$ cat src/rtl/sha3_digest_reader_if.sv
// Result-path bundle: final Keccak state plus nonce in, 32-bit nonce/digest beats out.
// slave = the digest reader, master = the producer/consumer pair around it.
interface sha3_digest_reader_if #(
  parameter int NONCE_W = 32
);
  logic               st_valid;
  logic               st_ready;
  logic [1599:0]      st_data;
  logic [NONCE_W-1:0] st_nonce;
  logic               out_valid;
  logic               out_ready;
  logic [31:0]        out_data;
  logic               out_last;

  modport master (
    output st_valid, st_data, st_nonce, out_ready,
    input  st_ready, out_valid, out_data, out_last
  );

  modport slave (
    input  st_valid, st_data, st_nonce, out_ready,
    output st_ready, out_valid, out_data, out_last
  );
endinterface

$ cat src/rtl/sha3_digest_reader.sv
// Streams nonce + SHA3-256 digest as 9 beats; first beat 2 cycles after accept, stalls on out_ready.
// Optional leading-zero difficulty screen and hit counter under SHA3_TARGET_CMP_EN.
module sha3_digest_reader #(
  parameter int NONCE_W      = 32,
  parameter int DIGEST_WORDS = 8
) (
  input  logic                    clk,
  input  logic                    reset,
  sha3_digest_reader_if.slave     bus,
`ifdef SHA3_TARGET_CMP_EN
  input  logic [7:0]              difficulty,
  output logic [31:0]             hit_count,
`endif
  output logic                    busy
);

  localparam int         DIGEST_W = 32 * DIGEST_WORDS;
  localparam logic [3:0] LAST_IDX = 4'(DIGEST_WORDS);

  typedef enum logic [1:0] {IDLE, CHECK, STREAM} state_t;

  state_t                state_q, state_d;
  logic [3:0]            idx_q, idx_d;
  logic [NONCE_W-1:0]    nonce_q;
  logic [DIGEST_W-1:0]   digest_q;
  logic [DIGEST_W-1:0]   digest_in;
  logic                  st_fire;
  logic                  hit;
  logic                  unused_st_bits;

  // Lanes x=0..3 of row y=0; bytes are little-endian within a lane, b0 lands in the MSB byte.
  always_comb begin
    digest_in = '0;
    for (int x = 0; x < DIGEST_WORDS / 2; x++) begin
      for (int j = 0; j < 8; j++) begin
        digest_in[DIGEST_W-1-8*(8*x+j) -: 8] = bus.st_data[1536-64*x+8*j +: 8];
      end
    end
  end

  assign unused_st_bits = ^bus.st_data[1599-DIGEST_W:0];
  assign st_fire        = bus.st_valid && (state_q == IDLE);
  assign busy           = (state_q != IDLE);

`ifdef SHA3_TARGET_CMP_EN
  logic [7:0] diff_q;
  logic [7:0] lz;
  logic       lz_found;

  // All-zero digest yields 255 so the count fits in 8 bits.
  always_comb begin
    lz       = 8'd255;
    lz_found = 1'b0;
    for (int i = 0; i < DIGEST_W; i++) begin
      if (!lz_found && digest_q[DIGEST_W-1-i]) begin
        lz       = 8'(i);
        lz_found = 1'b1;
      end
    end
  end

  assign hit = (lz >= diff_q);

  always_ff @(posedge clk) begin
    if (reset) begin
      diff_q    <= '0;
      hit_count <= '0;
    end else begin
      if (st_fire) diff_q <= difficulty;
      if (state_q == CHECK && hit && hit_count != 32'hFFFF_FFFF) hit_count <= hit_count + 32'd1;
    end
  end
`else
  assign hit = 1'b1;
`endif

  always_comb begin
    state_d       = state_q;
    idx_d         = idx_q;
    bus.st_ready  = 1'b0;
    bus.out_valid = 1'b0;
    bus.out_last  = 1'b0;
    case (state_q)
      IDLE: begin
        bus.st_ready = 1'b1;
        if (bus.st_valid) state_d = CHECK;
      end
      CHECK: begin
        idx_d   = '0;
        state_d = hit ? STREAM : IDLE;
      end
      STREAM: begin
        bus.out_valid = 1'b1;
        bus.out_last  = (idx_q == LAST_IDX);
        if (bus.out_ready) begin
          if (idx_q == LAST_IDX) begin
            state_d = IDLE;
            idx_d   = '0;
          end else begin
            idx_d = idx_q + 4'd1;
          end
        end
      end
      default: state_d = IDLE;
    endcase
  end

  // Beat mux reads only registered state, so the payload holds steady through a stall.
  always_comb begin
    bus.out_data = '0;
    if (state_q == STREAM) begin
      if (idx_q == 4'd0) bus.out_data = 32'(nonce_q);
      for (int k = 0; k < DIGEST_WORDS; k++) begin
        if (idx_q == 4'(k + 1)) bus.out_data = digest_q[DIGEST_W-1-32*k -: 32];
      end
    end
  end

  always_ff @(posedge clk) begin
    if (reset) begin
      state_q  <= IDLE;
      idx_q    <= '0;
      nonce_q  <= '0;
      digest_q <= '0;
    end else begin
      state_q <= state_d;
      idx_q   <= idx_d;
      if (st_fire) begin
        nonce_q  <= bus.st_nonce;
        digest_q <= digest_in;
      end
    end
  end

endmodule

$ cat src/flat_wrapper.sv
// flat-port wrapper written by rule: the top's interface ports become plain ports
module sha3_digest_reader_flat 
#(
  parameter int NONCE_W      = 32,
  parameter int DIGEST_WORDS = 8
)
  (clk, reset, busy, bus_st_valid, bus_st_data, bus_st_nonce, bus_out_ready, bus_st_ready, bus_out_valid, bus_out_data, bus_out_last);
  sha3_digest_reader_if #(.NONCE_W(NONCE_W)) bus_i ();
  input  logic clk;
  input  logic reset;
  output logic busy;
  input wire logic [$bits(bus_i.st_valid)-1:0] bus_st_valid;
  input wire logic [$bits(bus_i.st_data)-1:0] bus_st_data;
  input wire logic [$bits(bus_i.st_nonce)-1:0] bus_st_nonce;
  input wire logic [$bits(bus_i.out_ready)-1:0] bus_out_ready;
  output wire logic [$bits(bus_i.st_ready)-1:0] bus_st_ready;
  output wire logic [$bits(bus_i.out_valid)-1:0] bus_out_valid;
  output wire logic [$bits(bus_i.out_data)-1:0] bus_out_data;
  output wire logic [$bits(bus_i.out_last)-1:0] bus_out_last;
  assign bus_i.st_valid = bus_st_valid;
  assign bus_i.st_data = bus_st_data;
  assign bus_i.st_nonce = bus_st_nonce;
  assign bus_i.out_ready = bus_out_ready;
  assign bus_st_ready = bus_i.st_ready;
  assign bus_out_valid = bus_i.out_valid;
  assign bus_out_data = bus_i.out_data;
  assign bus_out_last = bus_i.out_last;
  sha3_digest_reader #(.NONCE_W(NONCE_W), .DIGEST_WORDS(DIGEST_WORDS)) u_core (.clk(clk), .reset(reset), .bus(bus_i), .busy(busy));
endmodule
$ cat config.mk
export PLATFORM = sky130hd
export DESIGN_NAME = sha3_digest_reader_flat
export DESIGN_NICKNAME = d
export VERILOG_FILES = /design/src/rtl/sha3_digest_reader_if.sv /design/src/rtl/sha3_digest_reader.sv /design/src/flat_wrapper.sv
export SDC_FILE = /design/constraint.sdc
export NUM_CORES = 1
export LEC_CHECK = 0
export CORE_AREA = 2 2 644 646
export CTS_BUF_LIST = sky130_fd_sc_hd__clkbuf_4 sky130_fd_sc_hd__clkbuf_8 sky130_fd_sc_hd__clkbuf_16
export CTS_CLUSTER_SIZE = 8
export DETAILED_ROUTE_END_ITERATION = 10
export DIE_AREA = 0 0 646 648
export SYNTH_ARGS = -nofsm -noshare
export SYNTH_HDL_FRONTEND = slang
export SYNTH_SLANG_ARGS = --single-unit
$ cat constraint.sdc
create_clock -name clk -period 2.5 [get_ports clk]
set_input_delay 0.375 -clock clk [delete_from_list [all_inputs] [get_ports clk]]
set_output_delay 0.375 -clock clk [all_outputs]
set_load 0.05 [all_outputs]
==> reports/metrics.csv <==
metric;value;unit
status;finished, violations left;
failing checks;setup timing;
CTS H-Tree Depth;2;
setup TNS;-19970;ps
mapped cell area;12710;um^2
Synth Area in XOR/XNOR;0;%
initial antenna violation count;39;
EDFF count, synth;0;
Iteration-0 DRC Markers;1072;
Slew @ Worst Pin;525.9;ps
Synth Area in Compound Gates;22.13;%
drt first pass iters;6;
commonest non-fill, non-tap cell in the layout;nand2_1;
Top Ports;1672;
final setup violating endpoints;33;
Worst EP required;2120;ps
Worst setup SP type;flip-flop;
Final HPWL DP;80950;um
final setup margin;-681.8;ps
cell area after placement;24280;um^2
Post-Synth Adder-Cell Area;0.3939;%
vias after detailed routing;13831;
Fmax;0.3143;GHz
vias in the first global route;13256;
ys flop type;dfxtp_1;
register area share after synthesis;46.32;%
clock buffer depth;3;
crit path max fanout;6;
GRT overflow;0;
Initial Utilization;3.085;%
Total GRT Usage;4.631;%
DRT antenna net count;0;
WL per Instance;12.96;um
die height;648;um
RSZ-0062 raised after global routing;yes;
layout cells sized above 1;17.49;%
Die X-Extent;646;um
post-synthesis mux area share;0;%
Worst EP arrival;2810;ps
number of synthesized register bits;294;
Max IR drop VDD;0.0005280;V
Mapped Nets;3413;
CTS tree;built;
Die Area;418600;um^2
global-route wire length before repair;125200;um
Routed WL;99720;um
CP endpoint kind;output port;
Final Max Slew Viols;0;
Clock Skews;64.91;ps
final cycle utilization of the critical path;127.3;%
clk_lat worst skew;690;ps
kind of critical path;flip-flop to output port;
IO buf count;327;
# DRC;0;
final hold violations;0;
CTS root buf;clkbuf_16;
pin count of the biggest net entering global routing;87;
Final nets;3825;
Area growth, synth to finish;112.7;%
Simple-Gate Fraction of Synth Area;25.77;%
minimum clock period;3182;ps
Synth Instances;1773;
Power Density;489.3;nW/um^2
syn avg cell area;7.167;um^2
Tightest Hold Check Type;input port to flip-flop;
clk slew on worst S/H paths;70;ps
drt via density;1.798;
Core Footprint;411900;um^2
share of flip-flops with an asynchronous set or reset;0;%
main combinational cell family by area after synthesis;simple AND/OR/NAND/NOR gates;
Max Cap Viol;0;
leak pwr;7.795;nW
Clock Sinks;294;
Num CTS Buffers;46;
Slew Limit Headroom;64.94;%
synth warn;0;
most frequent cells in the layout;nand2_1, a21oi_1, dfxtp_1;
post-synthesis cell type count;31;
placer congestion estimate;0.7779;
post-route cell area;27030;um^2
Rows;236;
## critical path, stage by stage, from the launching register on
cell and delay [ps]:
dfxtp_4 370, buf_6 120, ha_4 160, nor2_4 100
buf_4 140, buf_12 130, buf_16 160, o211ai_1 190
buf_12 200, a32oi_1 170, nand2_1 110, buf_12 170
## cell usage after synthesis (2+ instances only)
cell type  number  area [um^2]
o2111ai_1      32        280.3
o211ai_1       64        480.5
buf_2          42        210.2
clkbuf_1       96        360.4
a32oi_1        32        280.3
nand3_1         3        15.01
ha_1            4        50.05
nor2_2          2        12.51
nor2_1         70        262.8
a21oi_1       293         1466
buf_1          11        41.29
inv_1           5        18.77
o21ai_0         2        10.01
buf_4           5        37.54
nand2_1       771         2894
a2bb2oi_1      32        280.3
dfxtp_1       294         5886
and2_1          2        12.51
## cell families after synthesis
logic type / count (synthesis)
AND/OR/NAND/NOR: 857
AO/OA/AOI/OAI: 457
flip-flops: 294
buffers and inverters: 161
adder cells (fa/ha/maj): 4
## power breakdown
group | leakage (nW) | internal [W] | total (W) | switching, W
Combinational | 4.74 | 0.000958 | 0.00205 | 0.00110
Sequential | 2.42 | 0.00501 | 0.00519 | 0.000177
Clock | 0.640 | 0.00338 | 0.00599 | 0.00260
Total | 7.80 | 0.00935 | 0.0132 | 0.00388
## what timing repair did
action | CTS | global route
pin swaps | 48 | 58
gates cloned | 6 | 1
setup endpoints to repair | 34 | 33
hold buffers | 1 | 0
endpoints found under the hold margin | 5 | 0
resized for setup | 102 | 84
setup buffers | 33 | 12
## area by class of cell
type / instances / area [um^2]
tap: 5474 / 6849
sequential: 294 / 5893
inverter: 6 / 31.28
antenna: 22 / 55.05
fill: 48447 / 384900
clock inverter: 9 / 122.6
multi-input combinational: 1318 / 6832
clock buffer: 50 / 1194
timing repair buffer: 519 / 6055
## routing by layer
metal	track usage [%]	up-vias	wire length [um]
met5	0	-	32
met4	2.199	4	4120
met3	0.9518	126	4262
met2	8.386	452	52630
met1	5.142	6478	38670
li1	-	6771	-
## flip-flops by register name (all words and copies together) (netlist names)
register         cells
u_core.digest_q    256
u_core.state_q       2
u_core.idx_q         4
u_core.nonce_q      32
## metrics by stage
| step | hold slack (ps) | setup WS [ps] | cells | total power (W) | util [%] |
|---|---|---|---|---|---|
| 2_1_floorplan | 436.0 | 274.2 | 1773 | 0.006085 | - |
| 3_3_place_gp | 442.5 | -268.4 | 7564 | 0.007298 | 5.895 |
| 3_5_place_dp | 446.5 | -278.8 | 7564 | 0.007310 | 5.895 |
| 4_1_cts | 58.31 | -904.1 | 7661 | 0.01362 | 6.447 |
| 5_1_grt | 126.4 | -867.5 | 7682 | 0.01391 | 6.556 |
| 6_report | 209.5 | -681.8 | 7692 | 0.01323 | 6.562 |
## path summary, 6_finish.rpt
| check | slack (ps) | end | depth (start not counted) | start |
|---|---|---|---|---|
| worst max-delay path | -680 | bus_out_data[29] | 11 | u_core.idx_q[1] |
| worst min-delay path | 210 | u_core.digest_q[157] | 3 | bus_st_data[1509] |
| worst max register to register | 510 | u_core.digest_q[129] | 8 | u_core.state_q[1] |
| worst min register to register | 450 | u_core.digest_q[237] | 2 | u_core.digest_q[237] |
(Power assumes the default switching activity.)
